`src/rtl/axi_char_sink.sv`:
```
// axi_char_sink_pkg: default AXI4 channel and request/response structs for
// the character sink (ID 6, address 32, data 32, user 1).
//
// axi_char_sink: AXI4 write-responder for the character-output window.
// The low byte of every strobed W beat goes into a character FIFO, which a
// consumer drains over a valid/ready byte stream. Writes get OKAY. Reads get
// SLVERR beats with zero data.
//
// Ports:
//   clk_i, rst_ni    clock, async active-low reset
//   axi_req_i        AXI4 slave request (aw/w/ar, b_ready, r_ready)
//   axi_resp_o       AXI4 slave response (readies, b, r)
//   char_o           FIFO head character (don't-care when empty)
//   char_valid_o     FIFO not empty
//   char_ready_i     consumer pops on valid & ready
//   fifo_usage_o     FIFO occupancy
//   dropped_o        pulse on a W handshake whose strb[0] is 0
package axi_char_sink_pkg;
  localparam int unsigned IdW   = 6;
  localparam int unsigned AddrW = 32;
  localparam int unsigned DataW = 32;
  localparam int unsigned UserW = 1;

  typedef logic [IdW-1:0]     id_t;
  typedef logic [AddrW-1:0]   addr_t;
  typedef logic [DataW-1:0]   data_t;
  typedef logic [DataW/8-1:0] strb_t;
  typedef logic [UserW-1:0]   user_t;

  localparam logic [1:0] RESP_OKAY   = 2'b00;
  localparam logic [1:0] RESP_SLVERR = 2'b10;

  typedef struct packed {
    id_t        id;
    addr_t      addr;
    logic [7:0] len;
    logic [2:0] size;
    logic [1:0] burst;
    logic       lock;
    logic [3:0] cache;
    logic [2:0] prot;
    logic [3:0] qos;
    logic [3:0] region;
    user_t      user;
  } ax_chan_t;

  typedef struct packed {
    data_t data;
    strb_t strb;
    logic  last;
    user_t user;
  } w_chan_t;

  typedef struct packed {
    id_t        id;
    logic [1:0] resp;
    user_t      user;
  } b_chan_t;

  typedef struct packed {
    id_t        id;
    data_t      data;
    logic [1:0] resp;
    logic       last;
    user_t      user;
  } r_chan_t;

  typedef struct packed {
    ax_chan_t aw;
    logic     aw_valid;
    w_chan_t  w;
    logic     w_valid;
    logic     b_ready;
    ax_chan_t ar;
    logic     ar_valid;
    logic     r_ready;
  } req_t;

  typedef struct packed {
    logic    aw_ready;
    logic    ar_ready;
    logic    w_ready;
    logic    b_valid;
    b_chan_t b;
    logic    r_valid;
    r_chan_t r;
  } resp_t;
endpackage

module axi_char_sink #(
  parameter int unsigned FifoDepth = 16,
  parameter int unsigned IdWidth   = 6,
  parameter type         req_t     = axi_char_sink_pkg::req_t,
  parameter type         resp_t    = axi_char_sink_pkg::resp_t
) (
  input  logic                       clk_i,
  input  logic                       rst_ni,
  input  req_t                       axi_req_i,
  output resp_t                      axi_resp_o,
  output logic [7:0]                 char_o,
  output logic                       char_valid_o,
  input  logic                       char_ready_i,
  output logic [$clog2(FifoDepth):0] fifo_usage_o,
  output logic                       dropped_o
);
  import axi_char_sink_pkg::*;

  localparam int unsigned PtrW = $clog2(FifoDepth);

  typedef enum logic [1:0] {W_IDLE, W_DATA, W_RESP} w_state_e;
  typedef enum logic       {R_IDLE, R_DATA}         r_state_e;

  w_state_e w_state_q, w_state_d;
  r_state_e r_state_q, r_state_d;

  logic [IdWidth-1:0] aw_id_q, ar_id_q;
  logic [7:0]         ar_len_q, r_cnt_q;

  logic aw_ready, w_ready, b_valid, ar_ready, r_valid, r_last;
  logic w_hs, push, pop, full, empty;

  logic [PtrW:0] wr_ptr_q, rd_ptr_q;
  logic [7:0]    mem_q [FifoDepth];

  // Address, burst shape and upper data lanes are deliberately ignored.
  logic unused_req;
  assign unused_req = ^axi_req_i;

  // ---------------- write FSM ----------------
  // NOTE: every always_comb output gets a default first so no path leaves
  // it unassigned, which would otherwise infer a latch.
  always_comb begin
    w_state_d = w_state_q;
    aw_ready  = 1'b0;
    w_ready   = 1'b0;
    b_valid   = 1'b0;
    case (w_state_q)
      W_IDLE: begin
        aw_ready = 1'b1;
        if (axi_req_i.aw_valid) w_state_d = W_DATA;
      end
      W_DATA: begin
        w_ready = ~full;
        if (axi_req_i.w_valid && w_ready && axi_req_i.w.last) w_state_d = W_RESP;
      end
      W_RESP: begin
        b_valid = 1'b1;
        if (axi_req_i.b_ready) w_state_d = W_IDLE;
      end
      default: w_state_d = W_IDLE;
    endcase
  end

  assign w_hs      = axi_req_i.w_valid & w_ready;
  assign push      = w_hs & axi_req_i.w.strb[0];
  assign dropped_o = w_hs & ~axi_req_i.w.strb[0];

  // ---------------- read FSM ----------------
  assign r_last = (r_cnt_q == ar_len_q);

  always_comb begin
    r_state_d = r_state_q;
    ar_ready  = 1'b0;
    r_valid   = 1'b0;
    case (r_state_q)
      R_IDLE: begin
        ar_ready = 1'b1;
        if (axi_req_i.ar_valid) r_state_d = R_DATA;
      end
      R_DATA: begin
        r_valid = 1'b1;
        if (axi_req_i.r_ready && r_last) r_state_d = R_IDLE;
      end
      default: r_state_d = R_IDLE;
    endcase
  end

  // NOTE: state registers use non-blocking assignments so every flop samples
  // pre-edge values regardless of block ordering.
  always_ff @(posedge clk_i or negedge rst_ni) begin
    if (!rst_ni) begin
      w_state_q <= W_IDLE;
      r_state_q <= R_IDLE;
      aw_id_q   <= '0;
      ar_id_q   <= '0;
      ar_len_q  <= '0;
      r_cnt_q   <= '0;
    end else begin
      w_state_q <= w_state_d;
      r_state_q <= r_state_d;
      if (aw_ready && axi_req_i.aw_valid) aw_id_q <= axi_req_i.aw.id;
      if (ar_ready && axi_req_i.ar_valid) begin
        ar_id_q  <= axi_req_i.ar.id;
        ar_len_q <= axi_req_i.ar.len;
        r_cnt_q  <= '0;
      end else if (r_valid && axi_req_i.r_ready) begin
        r_cnt_q <= r_cnt_q + 8'd1;
      end
    end
  end

  // ---------------- character FIFO ----------------
  // Pointers carry one extra wrap bit: equal indices with differing wrap
  // bits means full, identical pointers means empty.
  assign empty        = (wr_ptr_q == rd_ptr_q);
  assign full         = (wr_ptr_q[PtrW] != rd_ptr_q[PtrW]) &&
                        (wr_ptr_q[PtrW-1:0] == rd_ptr_q[PtrW-1:0]);
  assign pop          = ~empty & char_ready_i;
  assign fifo_usage_o = wr_ptr_q - rd_ptr_q;
  assign char_valid_o = ~empty;
  assign char_o       = mem_q[rd_ptr_q[PtrW-1:0]];

  always_ff @(posedge clk_i or negedge rst_ni) begin
    if (!rst_ni) begin
      wr_ptr_q <= '0;
      rd_ptr_q <= '0;
    end else begin
      if (push) wr_ptr_q <= wr_ptr_q + 1'b1;
      if (pop)  rd_ptr_q <= rd_ptr_q + 1'b1;
    end
  end

  // NOTE: storage is not reset; resetting the pointers makes every entry
  // unreadable, so clearing the array would only add reset fan-out.
  always_ff @(posedge clk_i) begin
    if (push) mem_q[wr_ptr_q[PtrW-1:0]] <= axi_req_i.w.data[7:0];
  end

  // ---------------- response assembly ----------------
  always_comb begin
    axi_resp_o          = '0;
    axi_resp_o.aw_ready = aw_ready;
    axi_resp_o.w_ready  = w_ready;
    axi_resp_o.b_valid  = b_valid;
    axi_resp_o.b.id     = aw_id_q;
    axi_resp_o.b.resp   = RESP_OKAY;
    axi_resp_o.ar_ready = ar_ready;
    axi_resp_o.r_valid  = r_valid;
    axi_resp_o.r.id     = ar_id_q;
    axi_resp_o.r.resp   = RESP_SLVERR;
    axi_resp_o.r.last   = r_valid & r_last;
  end
endmodule

```
`config.mk`:
```
export PLATFORM = sky130hd
export DESIGN_NAME = axi_char_sink
export DESIGN_NICKNAME = d
export VERILOG_FILES = /design/src/rtl/axi_char_sink.sv
export SDC_FILE = /design/constraint.sdc
export NUM_CORES = 1
export LEC_CHECK = 0
export ABC_AREA = 1
export BUFFER_PORTS_ARGS = -buffer_cell sky130_fd_sc_hd__buf_2
export CORE_AREA = 2 2 129 118
export DETAILED_ROUTE_END_ITERATION = 10
export DIE_AREA = 0 0 131 120
export PLACE_DENSITY = 0.85
export SYNTH_ARGS = -nofsm -noshare
export SYNTH_HDL_FRONTEND = slang
export SYNTH_SLANG_ARGS = --single-unit
```
`constraint.sdc`:
```
create_clock -name clk_i -period 4.9 [get_ports clk_i]
set_input_delay 0.245 -clock clk_i [delete_from_list [all_inputs] [get_ports clk_i]]
set_output_delay 0.245 -clock clk_i [all_outputs]
set_load 0.02 [all_outputs]
```
# After elaboration in Yosys (flattened, before gate mapping)
# Memories as Yosys holds them, arrays and structs flattened.
# Index checks and enable logic that the tools add are counted.
# word_totals
reg_bits	41
latchBits	0
ramBits	128
mem_bits_ro	0
inputBits	182
out_inout_bits	71
word_cells	57
mem_count	1
# mem_list
name	depth	width	rd	rd_clocked_by_memory_dff	wr	line_no	rtl
mem_q	16	8	1	0	1	123	logic [7:0] mem_q [FifoDepth];
# classes
add_sub_neg	4
n_mul	0
div	0
magnitude_cmp	0
eq_ne	9
shifts	0
muxes	16
bitwise	9
reduce_logical	10
# op_table
op	count
$mux W8	2
$add A5 B1 Y5 const B	2
$mux W1	9
$add A8 B1 Y8 const B	1
$eq A8 B8 Y1	1
$logic_and A1 B1 Y1	7
$mux W2	3
$ne A2 B2 Y1 const B	3
$pmux W2 S3	1
$and A1 B1 Y1	5
$eq A5 B5 Y1	1
$sub A5 B5 Y5	1
$eq A4 B4 Y1	1
$not A1 Y1	4
$reduce_and A3 Y1	1
$eq A2 B1 Y1 const B	1
$eq A2 B2 Y1 const B	1
$logic_not A2 Y1	1
$pmux W1 S2	1
$reduce_bool A2 Y1	1
$ne A1 B1 Y1	1

# Logic depth before layout (Yosys ltp)
# logic_depth
word_depth	8
depth_mapped	11
depth_no_buf	9

# Worst setup path after synthesis
# Ideal clock, no wire load.
# synth_path
kind	register to register
from	register rd_ptr_q[1]
to	memory mem_q[0][0], enable pin
setup_ns	0.370
arrival_time_ns	1.970
t_required_ns	4.530
setup_slack_ns	2.560
path_stages_with_launch	12
n_path_buf	2
period_less_slack_ns	2.340
path_cell_list	dfrtp_1 > buf_2 > inv_2 > buf_2 > ha_1 > nand2_1 > nor2_2 > nand2_2 > nand4_4 > inv_4 > nand2_2 > nor2_1
# synth_between
elab_chain_cells	8
# synth_lines
element	line_no	rtl
start, declared	122	logic [PtrW:0] wr_ptr_q, rd_ptr_q;
start signal, assigned	219	if (pop) rd_ptr_q <= rd_ptr_q + 1'b1;
$eq A4 B4 Y1	207	(wr_ptr_q[PtrW-1:0] == rd_ptr_q[PtrW-1:0]);
$logic_and A1 B1 Y1	206	assign full = (wr_ptr_q[PtrW] != rd_ptr_q[PtrW]) &&
$not A1 Y1	143	w_ready = ~full;
$mux W1	137	case (w_state_q)
$and A1 B1 Y1	154	assign w_hs = axi_req_i.w_valid & w_ready;
$and A1 B1 Y1	155	assign push = w_hs & axi_req_i.w.strb[0];
$mux W1	226	if (push) mem_q[wr_ptr_q[PtrW-1:0]] <= axi_req_i.w.data[7:0];
$mux W1 (implied by the code)	226	
end, declared	123	
# No other way between the ends.

# Worst setup path after layout
# layout_path
from	register rd_ptr_q[1]
to	memory mem_q[8][6], enable pin
# The elaborated chain is that of the path after synthesis.

==> metrics.csv <==
stage,metric,value,unit
run_status,status,"complete, no violations",
floorplanning,Cell Rows,42,
detailed_routing,DRC viols,0,
cts,root buffer cell,clkbuf_16,
detailed_routing,drt total wl,16920,um
detailed_routing,M1 wire length,6803,um
floorplanning,die area,0.01572,mm2
global_routing,largest net degree at the start of global routing,76,
cts,CTS Buf Count,17,
synth,Post-Syn Area per Cell,10.17,um2
worst_setup_path,crit path from,rd_ptr_q[1],
synth,Synth top area share,49.29,%
detailed_routing,uppermost routed layer,met4,
detailed_routing,vias per cell,5.274,
worst_setup_path,WP data arrival,3.41,ns
sta,slew margin rel.,37.46,%
sta,worst hold slack,0.01084,ns
floorplanning,die width,131,um
synth,Mapped Cells,767,
sta,Worst Max-Slew Pin Slew,0.9381,ns
global_routing,wire length of the first global-routing pass,26010,um
detailed_routing,Met3 Routed Length,1599,um
global_routing,initial antenna violation count,1,
synth,post-synthesis register bit count,169,
floorplanning,die height,120,um
pwr,worst vdd ir,0.3605,mV
synth,top post-synthesis cells by area,"edfxtp_1 (49%), dfrtp_1 (13%), nor2_1 (7.3%)",
final_layout,register area,0.004871,mm2
sta,"Hold Vio Cnt, Final",0,
worst_setup_path,crit start category,flip-flop,
worst_setup_path,"Req. time, crit path",4.95,ns
final_layout,most frequent cells in the layout,"nor2_1 (151), nand2_1 (149), edfxtp_1 (128)",
synth,yosys warns,0,
cts,post-CTS setup buffers,0,
global_routing,total grt overflow,0,
cts,CTS H-Tree Depth,4,
final_layout,multi-input logic area,0.002325,mm2
cts,Num Clock Sinks,169,
sta,minimum clock period,3.362,ns
cts,TritonCTS clock tree,built,
cts,clock tree buffer depth,2,
sta,setup TNS,0,ns
placement,port buffer count,70,
placement,placed cell count,1004,
synth,post-synth cell types,34,
placement,global placer's final weighted congestion,0.8312,
detailed_routing,WL/cell,16.30,um
synth,"Seq/Total Area, Yosys",62.45,%
sta,RSZ-0062 raised after global routing,no,
final_layout,Non-Filler Instances,1038,
detailed_routing,Starting DRT DRC Count,768,
detailed_routing,drt first pass iters,6,
placement,post-DP HPWL,10780,um
cts,CTS resizes,0,
worst_setup_path,Reg2Reg Depth,10,
global_routing,Tot GR Track Use,22.51,%
sta,Max Freq,0.2974,GHz
detailed_routing,met2 routed wirelength,7966,um
cts,Skew-Pair Late Insertion Delay,0.43,ns
run,Max-cap violations,0,
synth,Post-Syn Area,0.007797,mm2
worst_setup_path,Reg-to-Reg Start,rd_ptr_q[1],
placement,dpl ws,1.592,ns
pwr,Lkg Pwr,3.631,nW
final_layout,fillers,1170,
min_path,worst min path class,in -> reg,
min_path,Cells on Worst Hold Path,3,
sta,final critical-path share of the clock period,68.62,%
min_path,worst hold start,axi_req_i[65],
floorplanning,core area,0.01445,mm2
final_layout,share of layout cells above drive strength 1,15.02,%
worst_setup_path,maximum net fanout on the critical path,43,
detailed_routing,Routed Antenna Nets,0,
pwr,pwr/cell area,612.1,mW/mm2
worst_setup_path,crit end category,flip-flop,
final_layout,Synth-to-Final Area Change,10.67,%
final_layout,"commonest non-fill, non-tap cell in the layout",nor2_1,
floorplanning,Initial Util,53.96,%
detailed_routing,Vias,5474,
floorplanning,# IOs,253,
sta,Final WS setup,1.538,ns
global_routing,vias in the first global route,5045,
sta,Slew Limit Fails,0,
worst_setup_path,WS Path Type,reg -> reg,
sta,final setup fails,0,
cts,Hold Buf Count CTS,1,
synth,Yosys top cell by area,edfxtp_1,
sta,clock skew,0.009381,ns
final_layout,Final #Nets,1019,
cts,Worst-path clk slew,0.07,ns
power by group:
group	switching (mW)	total, mW	internal (mW)
clock	0.577	1.34	0.761
combinational	1.44	2.08	0.638
sequential	0.148	1.87	1.72
total	2.16	5.28	3.12
state kept, by name, indices dropped and copies added (netlist names):
name,flops
aw_id_q,6
rd_ptr_q,5
r_cnt_q,8
w_state_q,2
wr_ptr_q,5
mem_q,128
r_state_q,1
ar_id_q,6
ar_len_q,8
layout make-up:
class	count	area share (%)
antenna	1	0.02900
clock buffer	17	4.930
clock inverter	15	1.885
inverter	58	2.552
multi-input combinational	507	26.94
sequential	169	56.44
tap	198	2.871
timing repair buffer	73	4.350
final timing paths:
| check | end | slack, ns |
|---|---|---|
| max in group asynchronous | rd_ptr_q[0] | 3.75 |
| setup reg to reg | mem_q[8][6] | 1.54 |
| setup / recovery | mem_q[8][6] | 1.54 |
| hold / removal | ar_id_q[1] | 0.01 |
| hold reg to reg | ar_id_q[1] | 0.49 |
| min in group asynchronous | ar_id_q[0] | 0.50 |
Yosys cell counts:
library cell,count
conb_1,2
o32ai_1,2
inv_1,53
nand2_1,149
mux2_2,6
buf_12,1
nor2_1,151
o21ai_1,12
fa_1,1
clkbuf_2,1
nor2_2,2
clkbuf_1,4
xnor2_1,1
o21ai_0,65
nand4_1,1
buf_8,1
clkinv_1,1
dfrtp_1,41
a21oi_1,7
buf_6,5
ha_1,10
edfxtp_1,128
a21boi_0,1
clkbuf_8,1
xor2_1,10
buf_4,45
nand3_1,38
inv_2,3
buf_2,11
nand4_4,1
nand2_2,8
nor3_1,3
inv_4,1
a31oi_1,1
per-stage QoR:
step	util [%]	total power [mW]	area, um2
after floorplan	-	3.433	7933
after global placement	55.56	3.852	8029
after detailed placement	55.56	3.932	8029
after CTS	59.70	5.274	8627
after global routing	59.71	5.601	8630
final	59.71	5.282	8630
critical path, stage by stage, from the launching register on:
cell and delay, ns:
dfrtp_1 0.32, buf_4 0.42, inv_2 0.39, ha_1 0.40, nand2_1 0.09, nor2_2 0.07, nand2_2 0.11, nand4_4 0.18
inv_4 0.17, nand2_2 0.12, nor2_1 0.69
cells by family (layout without fill, tap and decap cells):
group / count (synthesis) / count (layout) / synth area share (%)
compound gates: 88 / 88 / 5.793
xor+xnor: 11 / 11 / 1.236
fa+ha+maj: 11 / 11 / 1.861
buf+inv: 127 / 163 / 9.467
flops: 169 / 169 / 62.45
mux: 6 / 6 / 0.8664
other cells: 2 / 39 / 0.09631
simple gates: 353 / 353 / 18.23
per-layer routing:
metal	global-route usage, %	vias up
met1	30.31	2535
met4	8.378	0
li1	-	2566
met3	5.439	48
met2	35.52	325
met5	0	-
(Power assumes the default switching activity.)
